===== src/rtl/fp_add_pkg.sv =====
// Shared types and constants for the single-precision add/sub controller.
// Latency: none (declarations only).
// Backpressure: none (declarations only).
package fp_add_pkg;

  localparam int SIG_W    = 27;            // hidden + 23 fraction + G + R + S
  localparam int EXP_BIAS = 127;
  localparam int EXP_MAX  = 255;
  localparam logic [31:0] QNAN = 32'h7FC0_0000;

  // flag bit positions
  localparam int FLG_NV = 3;               // invalid
  localparam int FLG_OF = 2;               // overflow
  localparam int FLG_UF = 1;               // underflow
  localparam int FLG_NX = 0;               // inexact

  // FSM state encoding
  typedef logic [2:0] state_t;
  localparam state_t ST_IDLE   = 3'd0;
  localparam state_t ST_UNPACK = 3'd1;
  localparam state_t ST_ALIGN  = 3'd2;
  localparam state_t ST_ADDSUB = 3'd3;
  localparam state_t ST_NORM   = 3'd4;
  localparam state_t ST_ROUND  = 3'd5;
  localparam state_t ST_DONE   = 3'd6;

  typedef enum logic [2:0] {
    CLS_ZERO,
    CLS_SUB,
    CLS_NORM,
    CLS_INF,
    CLS_NAN
  } cls_e;

  // Leading-zero count of a working significand; all-zero input returns SIG_W.
  function automatic logic [4:0] lzc(input logic [SIG_W-1:0] v);
    logic [4:0] n;
    n = 5'(SIG_W);
    for (int i = 0; i < SIG_W; i++)
      if (v[i]) n = 5'(SIG_W - 1 - i);
    return n;
  endfunction

endpackage


===== src/rtl/fp_mant_addsub.sv =====
// Combinational significand adder/subtractor with carry out.
// Latency: 0 cycles (pure combinational).
// Backpressure: none; caller registers the result.
module fp_mant_addsub
  import fp_add_pkg::*;
#(
  parameter int W = SIG_W
) (
  input  logic [W-1:0] x,
  input  logic [W-1:0] y,
  input  logic         sub,
  output logic [W-1:0] sum,
  output logic         carry
);

  logic [W:0] full;

  // x is always the larger magnitude, so the difference never goes negative
  // and carry can only be set by an addition.
  always_comb begin
    full = sub ? ({1'b0, x} - {1'b0, y}) : ({1'b0, x} + {1'b0, y});
  end

  assign sum   = full[W-1:0];
  assign carry = full[W];

endmodule


===== src/rtl/fp_add_ctrl.sv =====
// IEEE-754 single add/sub, multi-cycle FSM, one op in flight, RNE rounding. FP_ADD_CTRL_DENORM_EN enables subnormals (else flush-to-zero).
// Latency: out_valid 5 edges after accept; NaN/Inf/zero-zero specials 2 edges (they ride through ROUND).
// Backpressure: in_ready only in IDLE; result/flags held in DONE until out_ready, zero whenever out_valid is low.
module fp_add_ctrl
  import fp_add_pkg::*;
#(
  parameter int EXP_W = 8,
  parameter int MAN_W = 23
) (
  input  logic                 clk,
  input  logic                 rst_n,
  input  logic                 in_valid,
  output logic                 in_ready,
  input  logic [EXP_W+MAN_W:0] a,
  input  logic [EXP_W+MAN_W:0] b,
  input  logic                 sub,
  output logic                 out_valid,
  input  logic                 out_ready,
  output logic [EXP_W+MAN_W:0] result,
  output logic [3:0]           flags
);

  localparam int FW = EXP_W + MAN_W + 1;   // packed float width
  localparam int SW = MAN_W + 4;           // working significand width
  localparam int XW = EXP_W + 2;           // exponent with overflow headroom
  localparam int RW = MAN_W + 2;           // rounded significand plus carry
`ifdef FP_ADD_CTRL_DENORM_EN
  localparam bit DENORM = 1'b1;
`else
  localparam bit DENORM = 1'b0;
`endif

  state_t        state;
  logic [FW-1:0] op_a, op_b;               // op_b carries the effective sign
  logic          sign_x, eff_sub, carry, zero_res, spec_vld;
  logic [XW-1:0] exp_x, shamt;
  logic [SW-1:0] sig_x, sig_y;
  logic [FW-1:0] spec_res;
  logic [3:0]    spec_flg;

  function automatic cls_e classify(input logic [EXP_W-1:0] e, input logic [MAN_W-1:0] m);
    if (&e)      return (|m) ? CLS_NAN : CLS_INF;
    else if (e == '0) return (|m) ? CLS_SUB : CLS_ZERO;
    else         return CLS_NORM;
  endfunction

  logic [EXP_W-1:0] ea, eb;
  logic [MAN_W-1:0] ma, mb;
  cls_e             cls_a, cls_b;
  logic             za, zb, swap, u_sign_x, u_spec;
  logic [XW-1:0]    ua_exp, ub_exp, u_exp_x, u_exp_y, u_d;
  logic [SW-1:0]    ua_sig, ub_sig, u_sig_x, u_sig_y;
  logic [FW-1:0]    u_spec_res;
  logic [3:0]       u_spec_flg;

  assign ea = op_a[FW-2:MAN_W];
  assign ma = op_a[MAN_W-1:0];
  assign eb = op_b[FW-2:MAN_W];
  assign mb = op_b[MAN_W-1:0];

  // UNPACK: classify, expand to working significands, order by magnitude, detect specials
  always_comb begin
    cls_a  = classify(ea, ma);
    cls_b  = classify(eb, mb);
    za     = (cls_a == CLS_ZERO) || ((cls_a == CLS_SUB) && !DENORM);
    zb     = (cls_b == CLS_ZERO) || ((cls_b == CLS_SUB) && !DENORM);
    ua_sig = za ? '0 : {cls_a == CLS_NORM, ma, 3'b000};
    ub_sig = zb ? '0 : {cls_b == CLS_NORM, mb, 3'b000};
    ua_exp = za ? '0 : (cls_a == CLS_SUB) ? XW'(1) : XW'(ea);
    ub_exp = zb ? '0 : (cls_b == CLS_SUB) ? XW'(1) : XW'(eb);
    swap     = {ub_exp, ub_sig} > {ua_exp, ua_sig};
    u_sign_x = swap ? op_b[FW-1] : op_a[FW-1];
    u_exp_x  = swap ? ub_exp : ua_exp;
    u_exp_y  = swap ? ua_exp : ub_exp;
    u_sig_x  = swap ? ub_sig : ua_sig;
    u_sig_y  = swap ? ua_sig : ub_sig;
    u_d      = u_exp_x - u_exp_y;
    u_spec     = 1'b1;
    u_spec_res = '0;
    u_spec_flg = '0;
    if ((cls_a == CLS_NAN) || (cls_b == CLS_NAN) ||
        ((cls_a == CLS_INF) && (cls_b == CLS_INF) && (op_a[FW-1] != op_b[FW-1]))) begin
      u_spec_res         = FW'(QNAN);
      u_spec_flg[FLG_NV] = 1'b1;
    end else if (cls_a == CLS_INF) begin
      u_spec_res = op_a;
    end else if (cls_b == CLS_INF) begin
      u_spec_res = op_b;
    end else if (za && zb) begin
      // only (-0)+(-0) in effective terms keeps the negative sign
      u_spec_res = {op_a[FW-1] & op_b[FW-1], {(FW-1){1'b0}}};
    end else begin
      u_spec = 1'b0;
    end
  end

  logic [XW-1:0] al_sh;
  logic [SW-1:0] al_mask, al_sig;

  // ALIGN: shift Y right by min(d, SW), folding every lost bit into sticky
  always_comb begin
    al_sh   = (shamt > XW'(SW)) ? XW'(SW) : shamt;
    al_mask = ~({SW{1'b1}} << al_sh);
    al_sig  = (sig_y >> al_sh) | {{(SW-1){1'b0}}, |(sig_y & al_mask)};
  end

  logic [SW-1:0] add_sum;
  logic          add_c;

  fp_mant_addsub #(.W(SW)) u_addsub (
    .x     (sig_x),
    .y     (sig_y),
    .sub   (eff_sub),
    .sum   (add_sum),
    .carry (add_c)
  );

  logic [XW-1:0] nm_lz, nm_lim, nm_sh, nm_exp;
  logic [SW-1:0] nm_sig;

  // NORM: carry shifts right one, otherwise left by lzc but never below exponent 1
  always_comb begin
    nm_lz  = XW'(lzc(sig_x));
    nm_lim = exp_x - XW'(1);
    nm_sh  = (nm_lz > nm_lim) ? nm_lim : nm_lz;
    if (carry) begin
      nm_sig = {1'b1, sig_x[SW-1:2], sig_x[1] | sig_x[0]};
      nm_exp = exp_x + XW'(1);
    end else begin
      nm_sig = sig_x << nm_sh;
      nm_exp = exp_x - nm_sh;
    end
  end

  logic          rd_nx, rd_inc, rd_tiny, rd_hid;
  logic [RW-1:0] rd_man;
  logic [XW-1:0] rd_exp;
  logic [MAN_W-1:0] rd_frac;
  logic [FW-1:0] rd_res;
  logic [3:0]    rd_flg;

  // ROUND: nearest-even on G/R/S, then overflow / tiny / zero packing
  always_comb begin
    rd_nx   = sig_x[2] | sig_x[1] | sig_x[0];
    rd_inc  = sig_x[2] & (sig_x[1] | sig_x[0] | sig_x[3]);
    rd_man  = {1'b0, sig_x[SW-1:3]} + RW'(rd_inc);
    rd_exp  = exp_x + XW'(rd_man[RW-1]);
    rd_frac = rd_man[RW-1] ? rd_man[MAN_W:1] : rd_man[MAN_W-1:0];
    rd_hid  = rd_man[RW-1] | rd_man[MAN_W];
    rd_tiny = !sig_x[SW-1];
    rd_res  = '0;
    rd_flg  = '0;
    if (zero_res) begin
      rd_res = '0;
    end else if (!DENORM && rd_tiny) begin
      rd_res             = {sign_x, {(FW-1){1'b0}}};
      rd_flg[FLG_UF]     = 1'b1;
      rd_flg[FLG_NX]     = 1'b1;
    end else if (rd_exp >= XW'(EXP_MAX)) begin
      rd_res             = {sign_x, {EXP_W{1'b1}}, {MAN_W{1'b0}}};
      rd_flg[FLG_OF]     = 1'b1;
      rd_flg[FLG_NX]     = 1'b1;
    end else begin
      // a subnormal that rounds up into the hidden bit becomes the min normal
      rd_res             = {sign_x, rd_hid ? rd_exp[EXP_W-1:0] : {EXP_W{1'b0}}, rd_frac};
      rd_flg[FLG_UF]     = DENORM && rd_tiny && rd_nx;
      rd_flg[FLG_NX]     = rd_nx;
    end
  end

  // FSM and datapath registers; reset drops any in-flight operation
  always_ff @(posedge clk or negedge rst_n) begin
    if (!rst_n) begin
      state    <= ST_IDLE;
      op_a     <= '0;
      op_b     <= '0;
      sign_x   <= 1'b0;
      eff_sub  <= 1'b0;
      carry    <= 1'b0;
      zero_res <= 1'b0;
      spec_vld <= 1'b0;
      exp_x    <= '0;
      shamt    <= '0;
      sig_x    <= '0;
      sig_y    <= '0;
      spec_res <= '0;
      spec_flg <= '0;
      result   <= '0;
      flags    <= '0;
    end else begin
      case (state)
        ST_IDLE: if (in_valid) begin
          op_a  <= a;
          op_b  <= {b[FW-1] ^ sub, b[FW-2:0]};
          state <= ST_UNPACK;
        end
        ST_UNPACK: begin
          sign_x   <= u_sign_x;
          exp_x    <= u_exp_x;
          sig_x    <= u_sig_x;
          sig_y    <= u_sig_y;
          shamt    <= u_d;
          eff_sub  <= op_a[FW-1] ^ op_b[FW-1];
          spec_vld <= u_spec;
          spec_res <= u_spec_res;
          spec_flg <= u_spec_flg;
          state    <= u_spec ? ST_ROUND : ST_ALIGN;
        end
        ST_ALIGN: begin
          sig_y <= al_sig;
          state <= ST_ADDSUB;
        end
        ST_ADDSUB: begin
          sig_x <= add_sum;
          carry <= add_c;
          state <= ST_NORM;
        end
        ST_NORM: begin
          sig_x    <= nm_sig;
          exp_x    <= nm_exp;
          zero_res <= !carry && (sig_x == '0);
          state    <= ST_ROUND;
        end
        ST_ROUND: begin
          result <= spec_vld ? spec_res : rd_res;
          flags  <= spec_vld ? spec_flg : rd_flg;
          state  <= ST_DONE;
        end
        ST_DONE: if (out_ready) begin
          result <= '0;
          flags  <= '0;
          state  <= ST_IDLE;
        end
        default: state <= ST_IDLE;
      endcase
    end
  end

  assign in_ready  = (state == ST_IDLE);
  assign out_valid = (state == ST_DONE);

endmodule


===== config.mk =====
export PLATFORM = sky130hd
export DESIGN_NAME = fp_add_ctrl
export DESIGN_NICKNAME = d
export VERILOG_FILES = /design/src/rtl/fp_add_pkg.sv /design/src/rtl/fp_mant_addsub.sv /design/src/rtl/fp_add_ctrl.sv
export SDC_FILE = /design/constraint.sdc
export NUM_CORES = 1
export LEC_CHECK = 0
export CAP_MARGIN = 10
export CORE_UTILIZATION = 30
export CTS_BUF_LIST = sky130_fd_sc_hd__clkbuf_8
export DETAILED_ROUTE_END_ITERATION = 16
export GPL_ROUTABILITY_DRIVEN = 1
export PLACE_DENSITY = 0.6
export SLEW_MARGIN = 5
export SYNTH_ARGS = -nofsm -noshare
export SYNTH_HDL_FRONTEND = slang
export SYNTH_SLANG_ARGS = --single-unit

===== constraint.sdc =====
create_clock -name clk -period 6.31 [get_ports clk]
set_clock_uncertainty 0.05 [all_clocks]
set_input_delay 1.262 -clock clk [delete_from_list [all_inputs] [get_ports clk]]
set_output_delay 1.262 -clock clk [all_outputs]
set_load 0.05 [all_outputs]

==> results of run 1 <==
==> final timing paths <==
path                       startpoint          end  slack (ns)  depth (start not counted)
setup / recovery             sig_x[5]     exp_x[9]        0.35                         24
hold / removal             result[11]   result[11]        0.43                          2
max in group asynchronous       rst_n    sig_y[20]        4.38                          2
min in group asynchronous       rst_n  spec_res[7]        0.58                          1
hold reg to reg            result[11]   result[11]        0.43                          2
setup reg to reg             sig_x[5]     exp_x[9]        0.35                         24
==> sequential cells by signal, indices dropped and copies added, names as in the netlist <==
| register | cells |
|---|---|
| spec_res | 32 |
| op_b | 32 |
| spec_flg | 1 |
| flags | 4 |
| eff_sub | 1 |
| spec_vld | 1 |
| result | 32 |
| op_a | 32 |
| exp_x | 10 |
| carry | 1 |
| zero_res | 1 |
| state | 3 |
| shamt | 9 |
| sig_x | 27 |
| sig_y | 27 |
| sign_x | 1 |
==> metal layers <==
metal  routed length, microns  vias to the layer above  global-route usage
li1                         -                     7928                   -
met1                    28300                     8224               0.282
met2                    28600                      582               0.336
met3                     4160                      139              0.0405
met4                     2380                        0              0.0831
met5                        0                        -                   0
==> critical path, stage by stage (launching register included) <==
cell and delay [ns]:
sky130_fd_sc_hd__dfrtp_1 0.55, sky130_fd_sc_hd__or4_1 0.62, sky130_fd_sc_hd__a21oi_1 0.22, sky130_fd_sc_hd__o21ai_0 0.13, sky130_fd_sc_hd__and2_1 0.27, sky130_fd_sc_hd__ha_1 0.34
sky130_fd_sc_hd__and4_1 0.22, sky130_fd_sc_hd__a2111oi_2 0.45, sky130_fd_sc_hd__nand3_2 0.16, sky130_fd_sc_hd__or3_1 0.44, sky130_fd_sc_hd__o21ai_4 0.10, sky130_fd_sc_hd__inv_2 0.05
sky130_fd_sc_hd__ha_1 0.27, sky130_fd_sc_hd__nor2b_1 0.22, sky130_fd_sc_hd__ha_1 0.27, sky130_fd_sc_hd__a21o_1 0.17, sky130_fd_sc_hd__a21oi_1 0.19, sky130_fd_sc_hd__o21bai_1 0.09
sky130_fd_sc_hd__a21oi_1 0.19, sky130_fd_sc_hd__o21bai_1 0.08, sky130_fd_sc_hd__a21oi_1 0.17, sky130_fd_sc_hd__o21ai_0 0.15, sky130_fd_sc_hd__xnor2_1 0.17, sky130_fd_sc_hd__o211ai_1 0.17
sky130_fd_sc_hd__o31ai_1 0.10
==> stage by stage <==
stage	utilization	hold slack, ns	cell area [sq um]	std cells
finish	0.352	0.426	20300	2991
global route	0.352	0.460	20300	2991
CTS	0.352	0.433	20300	2991
detailed placement	0.337	0.422	19400	2921
global placement	0.337	0.412	19400	2921
floorplan	-	0.400	17500	2147
==> cell families (layout without fill, tap and decap cells) <==
family / after synthesis / count (layout) / share of synthesized area
mux: 180 / 180 / 0.109
buf+inv: 231 / 310 / 0.0531
simple gates: 731 / 731 / 0.195
compound gates: 616 / 616 / 0.230
xor+xnor: 92 / 92 / 0.0461
flops: 214 / 214 / 0.306
fa+ha+maj: 83 / 83 / 0.0603
==> area by class of cell <==
class,count,area share
tap,765,0.0472
clock inverter,22,0.00833
multi-input combinational,1702,0.555
sequential,214,0.264
inverter,58,0.0107
timing repair buffer,182,0.0820
clock buffer,48,0.0326
==> layout by cell type, fill, tap and decap left out, drive strengths merged, types with 13 or more instances in the layout <==
cell / instances
buf: 77
a21o: 18
clkbuf: 48
a31oi: 28
nor4: 26
nor3: 46
mux2: 66
nand2b: 19
o211ai: 42
mux2i: 114
dfrtp: 214
a22oi: 33
o22ai: 21
a21oi: 149
xor2: 22
nor2: 192
o21ai: 158
ha: 81
clkdlybuf4s50: 105
xnor2: 70
a211oi: 18
and2: 24
o31ai: 13
a221oi: 24
nand2: 243
inv: 73
nand3: 65
nor2b: 52
==> impl_metrics.prom, run 1 <==
# TYPE chip_impl_metric gauge
chip_impl_metric{name="routed-via-count",unit=""} 16900
chip_impl_metric{name="initial_utilization",unit=""} 0.303
chip_impl_metric{name="setup_tns",unit="ns"} 0
chip_impl_info{name="buffer_type_at_the_clock_tree_root",value="sky130_fd_sc_hd__clkbuf_8"} 1
chip_impl_info{name="run_status",value="complete, no violations"} 1
chip_impl_metric{name="globalRoute.totalOverflow",unit=""} 0
chip_impl_info{name="yosys.area.top_type",value="sky130_fd_sc_hd__dfrtp_1"} 1
chip_impl_metric{name="cts_num_sinks",unit=""} 214
chip_impl_metric{name="postSynthAreaPerCell",unit="sq um"} 8.14
chip_impl_metric{name="drt-initial-drc-count",unit=""} 1261
chip_impl_metric{name="synth_top_cell_area_share",unit=""} 0.306
chip_impl_metric{name="syn_inst",unit=""} 2147
chip_impl_metric{name="drtPass1Iterations",unit=""} 5
chip_impl_metric{name="design.portCount",unit=""} 107
chip_impl_metric{name="die_height",unit="microns"} 243
chip_impl_metric{name="nets",unit=""} 2351
chip_impl_metric{name="grt_first_pass_wirelength",unit="microns"} 98400
chip_impl_metric{name="timing.max_slew.rel_slack",unit=""} 0.308
chip_impl_metric{name="dp_hpwl",unit="microns"} 48300
chip_impl_metric{name="seq_area",unit="sq mm"} 0.00536
chip_impl_info{name="hold_class",value="reg2reg"} 1
chip_impl_metric{name="drv_cap",unit=""} 0
chip_impl_metric{name="antenna_cells",unit=""} 0
chip_impl_metric{name="synthesis.area",unit="sq mm"} 0.0175
chip_impl_metric{name="placement.setup.worst_slack",unit="ns"} 0.263
chip_impl_metric{name="synth-seq-area-share",unit=""} 0.306
chip_impl_metric{name="detail_route.vias_per_cell",unit=""} 5.64
chip_impl_metric{name="synth_edf_count",unit=""} 0
chip_impl_metric{name="yosys_warnings",unit=""} 0
chip_impl_metric{name="worstSkewPairLatency",unit="ns"} 0.62
chip_impl_metric{name="crit_required",unit="ns"} 6.76
chip_impl_metric{name="cts.reportedPaths.clkPinSlew",unit="ns"} 0.06
chip_impl_metric{name="report.final.hold_viol_count",unit=""} 0
chip_impl_metric{name="die_x",unit="microns"} 243
chip_impl_metric{name="grt_max_degree",unit=""} 122
chip_impl_metric{name="number_of_buffers_inserted_by_port_buffering",unit=""} 106
chip_impl_metric{name="worst-endpoint-arrival",unit="ns"} 6.41
chip_impl_metric{name="slew_viol_final",unit=""} 0
chip_impl_info{name="dominant_cells_by_area_after_synthesis",value="sky130_fd_sc_hd__dfrtp_1 (31%), sky130_fd_sc_hd__mux2i_1 (6.4%), sky130_fd_sc_hd__ha_1 (5.8%)"} 1
chip_impl_metric{name="cts.repair_timing.setup_buffer_count",unit=""} 0
chip_impl_metric{name="crit_fanout",unit=""} 13
chip_impl_metric{name="cts-buffers-inserted",unit=""} 41
chip_impl_info{name="most_used_standard_cell_by_instance_count_after_synthesis",value="sky130_fd_sc_hd__nand2_1"} 1
chip_impl_metric{name="groute.usage.overall",unit=""} 0.212
chip_impl_metric{name="finalCriticalPeriod",unit="ns"} 5.96
chip_impl_metric{name="nFillCells",unit=""} 5997
chip_impl_metric{name="ctsLongestPathBuffers",unit=""} 3
chip_impl_metric{name="initial_antenna_violation_count",unit=""} 0
chip_impl_metric{name="routedWlPerCell",unit="microns"} 21.2
chip_impl_metric{name="max_freq",unit="MHz"} 168
chip_impl_metric{name="synth_fp_nets",unit=""} 2299
chip_impl_metric{name="multi_input_area",unit="sq mm"} 0.0112
chip_impl_metric{name="final_setup_violation_count",unit=""} 0
chip_impl_metric{name="max_slew.worst_pin.slew",unit="ns"} 1.04
chip_impl_metric{name="cts-htree-levels",unit=""} 2
chip_impl_metric{name="seq_cells_post_synth",unit=""} 214
chip_impl_info{name="yosys-top-cells-count",value="sky130_fd_sc_hd__nand2_1 (243), sky130_fd_sc_hd__dfrtp_1 (214), sky130_fd_sc_hd__nor2_1 (190), sky130_fd_sc_hd__o21ai_0 (152), sky130_fd_sc_hd__a21oi_1 (148)"} 1
chip_impl_metric{name="route.detailed.drc",unit=""} 0
chip_impl_metric{name="proportion_of_layout_cells_with_a_drive_suffix_above_1",unit=""} 0.103
chip_impl_metric{name="postCtsResizedCells",unit=""} 0
chip_impl_metric{name="postRouteWirelength",unit="microns"} 63400
chip_impl_info{name="synth_flop_cell",value="sky130_fd_sc_hd__dfrtp_1"} 1
chip_impl_metric{name="globalplace.congestion",unit=""} 0.932
chip_impl_metric{name="die_area",unit="sq mm"} 0.0592
chip_impl_info{name="worst-setup-path-type",value="reg2reg"} 1
chip_impl_info{name="cts_tree",value="done"} 1
chip_impl_metric{name="rows",unit=""} 88
chip_impl_metric{name="route.antenna.remaining_nets",unit=""} 0
chip_impl_metric{name="first_global_vias",unit=""} 16600
chip_impl_info{name="setup_repair_after_global_routing_missed_its_margin",value="no"} 1
chip_impl_metric{name="timing.final.crit_share",unit=""} 0.944
chip_impl_metric{name="ys_types",unit=""} 82
chip_impl_metric{name="holdBufCountCts",unit=""} 0
chip_impl_metric{name="synthesis_to_finish_area_growth",unit="%"} 16.0
chip_impl_metric{name="postSynth.asyncResetShare",unit=""} 1.00
chip_impl_info{name="cp-end-kind",value="flop"} 1
chip_impl_metric{name="layout_setup_ws",unit="ns"} 0.351
chip_impl_metric{name="placeableCoreArea",unit="sq mm"} 0.0576
chip_impl_info{name="timing.critical_path.from_type",value="flop"} 1
Power of run 1 is left out: the tool's default activity adds up to more than one toggle a clock period on the data nets, which glitch-free logic cannot reach.
==> run 2: changes to the inputs <==
--- a/config.mk
+++ b/config.mk
@@ -5,12 +5,13 @@
 export SDC_FILE = /design/constraint.sdc
 export NUM_CORES = 1
 export LEC_CHECK = 0
-export CAP_MARGIN = 10
+export CAP_MARGIN = 5
 export CORE_UTILIZATION = 30
 export CTS_BUF_LIST = sky130_fd_sc_hd__clkbuf_8
 export DETAILED_ROUTE_END_ITERATION = 16
 export GPL_ROUTABILITY_DRIVEN = 1
 export PLACE_DENSITY = 0.6
+export REMOVE_ABC_BUFFERS = 1
 export SLEW_MARGIN = 5
 export SYNTH_ARGS = -nofsm -noshare
 export SYNTH_HDL_FRONTEND = slang
==> run 2 against run 1 <==
Sequential share of layout area is 0.098 points higher. Non-clock buffer count is 4 lower. Register-to-register slack better by 0.20 ns. Final area is 0.37% lower. Count of clock-buffer cells in the layout is 1 lower. Critical path depth is 1 lower. Die area stayed put. Critical path type unchanged. First-iteration DRC count is 12% higher. Via count is 0.21% lower. Final cell count is 0.20% lower. Routed wire length is 0.17% lower. Largest cell class unchanged.
==> impl_metrics.prom, run 2 (same netlist as run 1, synthesis figures left out) <==
# TYPE chip_impl_metric gauge
chip_impl_metric{name="critPathMaxStageDelay",unit="ns"} 0.62
chip_impl_info{name="worst-setup-path-type",value="reg2reg"} 1
chip_impl_metric{name="number_of_cells_after_detailed_placement",unit=""} 2917
chip_impl_metric{name="slew_viol_final",unit=""} 0
chip_impl_metric{name="route.antenna.remaining_nets",unit=""} 0
chip_impl_metric{name="die_area",unit="sq mm"} 0.0592
chip_impl_metric{name="routed-via-count",unit=""} 16800
chip_impl_metric{name="rows",unit=""} 88
chip_impl_info{name="rr_endpoint",value="exp_x[9]"} 1
chip_impl_info{name="topmost_layer_with_routed_signal_wires",value="met4"} 1
chip_impl_metric{name="ctsLongestPathBuffers",unit=""} 3
chip_impl_metric{name="number_of_buffers_inserted_by_port_buffering",unit=""} 106
chip_impl_metric{name="max_freq",unit="MHz"} 174
chip_impl_info{name="crit_chain",value="or4_1 -> o21ai_0 -> and2_1 -> ha_1 -> and4_1 -> a2111oi_1 -> nand3_2 -> or3_1 -> o21ai_4 -> inv_2 -> ha_1 -> nor2b_1 -> ha_1 -> a21o_1 -> a21oi_1 -> o21bai_1 -> a21oi_1 -> o21bai_1 -> a21oi_1 -> o21ai_0 -> xnor2_1 -> o211ai_1 -> o31ai_1"} 1
chip_impl_metric{name="report.final.hold_viol_count",unit=""} 0
chip_impl_info{name="start_point_of_the_critical_path",value="sig_x[15]"} 1
chip_impl_metric{name="groute.usage.overall",unit=""} 0.212
chip_impl_metric{name="timing.max_slew.rel_slack",unit=""} 0.206
chip_impl_metric{name="worstSkewPairLatency",unit="ns"} 0.64
chip_impl_metric{name="globalRoute.totalOverflow",unit=""} 0
chip_impl_info{name="mostFrequentLayoutCell",value="sky130_fd_sc_hd__nand2_1"} 1
chip_impl_info{name="destination_of_the_critical_timing_path",value="exp_x[9]"} 1
chip_impl_metric{name="cts_num_sinks",unit=""} 214
chip_impl_info{name="worst_path_max_delay_cell",value="sky130_fd_sc_hd__or4_1"} 1
chip_impl_info{name="setup_repair_after_global_routing_missed_its_margin",value="no"} 1
chip_impl_metric{name="cts.reportedPaths.clkPinSlew",unit="ns"} 0.06
chip_impl_metric{name="cts.repair_timing.setup_buffer_count",unit=""} 0
chip_impl_metric{name="crit_required",unit="ns"} 6.75
chip_impl_metric{name="dp_hpwl",unit="microns"} 48200
chip_impl_metric{name="crit_fanout",unit=""} 14
chip_impl_metric{name="final_setup_violation_count",unit=""} 0
chip_impl_metric{name="worst-endpoint-arrival",unit="ns"} 6.20
chip_impl_metric{name="die_height",unit="microns"} 243
chip_impl_metric{name="drtPass1Iterations",unit=""} 6
chip_impl_metric{name="route.detailed.drc",unit=""} 0
chip_impl_metric{name="layoutNonFillerInstCount",unit=""} 2985
chip_impl_metric{name="hold_depth",unit=""} 2
chip_impl_metric{name="routedWlPerCell",unit="microns"} 21.2
chip_impl_metric{name="ff_to_ff_setup_slack",unit="ns"} 0.55
chip_impl_metric{name="drt-initial-drc-count",unit=""} 1413
chip_impl_info{name="timing.critical_path.from_type",value="flop"} 1
chip_impl_metric{name="drv_cap",unit=""} 0
chip_impl_metric{name="antenna_cells",unit=""} 0
chip_impl_metric{name="proportion_of_layout_cells_with_a_drive_suffix_above_1",unit=""} 0.101
chip_impl_metric{name="cts-buffers-inserted",unit=""} 39
chip_impl_metric{name="placeableCoreArea",unit="sq mm"} 0.0576
chip_impl_metric{name="grt_max_degree",unit=""} 115
chip_impl_metric{name="timing.final.crit_share",unit=""} 0.912
chip_impl_metric{name="finish.utilization",unit=""} 0.351
chip_impl_metric{name="globalplace.congestion",unit=""} 0.965
chip_impl_metric{name="detail_route.wirelength.met1",unit="microns"} 28800
chip_impl_metric{name="rr_worst_depth",unit=""} 23
chip_impl_metric{name="cts-htree-levels",unit=""} 2
chip_impl_info{name="final_cell_mix",value="sky130_fd_sc_hd__nand2_1 (243), sky130_fd_sc_hd__dfrtp_1 (214), sky130_fd_sc_hd__nor2_1 (188)"} 1
chip_impl_info{name="cp-end-kind",value="flop"} 1
chip_impl_metric{name="first_global_vias",unit=""} 16300
chip_impl_metric{name="finalCriticalPeriod",unit="ns"} 5.76
chip_impl_metric{name="nets",unit=""} 2345
chip_impl_metric{name="postRouteWirelength",unit="microns"} 63300
chip_impl_metric{name="initial_antenna_violation_count",unit=""} 0
chip_impl_metric{name="detail_route.vias_per_cell",unit=""} 5.64
chip_impl_info{name="buffer_type_at_the_clock_tree_root",value="sky130_fd_sc_hd__clkbuf_8"} 1
chip_impl_info{name="hold_class",value="reg2reg"} 1
chip_impl_metric{name="initial_utilization",unit=""} 0.303
chip_impl_metric{name="design.portCount",unit=""} 107
chip_impl_metric{name="max_slew.worst_pin.slew",unit="ns"} 1.19
chip_impl_info{name="run_status",value="complete, no violations"} 1
chip_impl_metric{name="synthesis_to_finish_area_growth",unit="%"} 15.6
chip_impl_metric{name="grt_first_pass_wirelength",unit="microns"} 98600
chip_impl_metric{name="detailroute.wirelength.met2",unit="microns"} 29100
chip_impl_metric{name="setup_tns",unit="ns"} 0
chip_impl_metric{name="die_x",unit="microns"} 243
chip_impl_info{name="critical_path.reg2reg.startpoint",value="sig_x[15]"} 1
chip_impl_metric{name="dr_wl_met3",unit="microns"} 3700
chip_impl_info{name="cts_tree",value="done"} 1
[run 2: area by class of cell]
| class | instances | area [sq um] |
|---|---|---|
| flip-flops and latches | 214 | 5360 |
| multi-input cells | 1702 | 11200 |
| inverters | 58 | 218 |
| fillers | 6014 | 37400 |
| clock buffers | 47 | 647 |
| clock inverters | 21 | 148 |
| repair buffers | 178 | 1630 |
| well taps | 765 | 957 |
[run 2: through the flow]
stage               setup WS (ns)  hold slack [ns]  area [sq um]
floorplan                  -0.373            0.400         16800
CTS                         0.325            0.432         20200
global route               0.0836            0.444         20200
global placement            0.392            0.412         19400
finish                      0.554            0.422         20200
detailed placement          0.361            0.419         19400
[run 2: how the worst min path moves through the flow]
| stage | startpoint | end | slack, ns |
|---|---|---|---|
| after floorplan | sign_x | sign_x | 0.40 |
| after global placement | result[0] | result[0] | 0.41 |
| after detailed placement | result[10] | result[10] | 0.42 |
| after CTS | result[18] | result[18] | 0.43 |
| after global routing | result[0] | result[0] | 0.44 |
| final | result[18] | result[18] | 0.42 |
[run 2: what timing repair did]
item                       4_1_cts  5_1_grt
hold endpoints to repair         0        0
setup endpoints to repair        0        2
resized for setup                0        2
hold buffers                     0        0
[run 2: per-layer routing]
| layer | vias up | GRT usage |
|---|---|---|
| met5 | - | 0 |
| met4 | 0 | 0.0614 |
| met3 | 102 | 0.0315 |
| met2 | 551 | 0.342 |
| met1 | 8269 | 0.291 |
| li1 | 7915 | - |
[run 2: critical path: cells and delay by family, from the launching register on]
kind / cells / cell delay [ns]
adders and majority gates: 3 / 0.84
and+or+nand+nor: 6 / 1.83
DFF: 1 / 0.56
AOI/OAI and AO/OA: 12 / 2.14
buffers and inverters: 1 / 0.05
xor gates and xnor gates: 1 / 0.16
Power of run 2 is left out for the same reason.
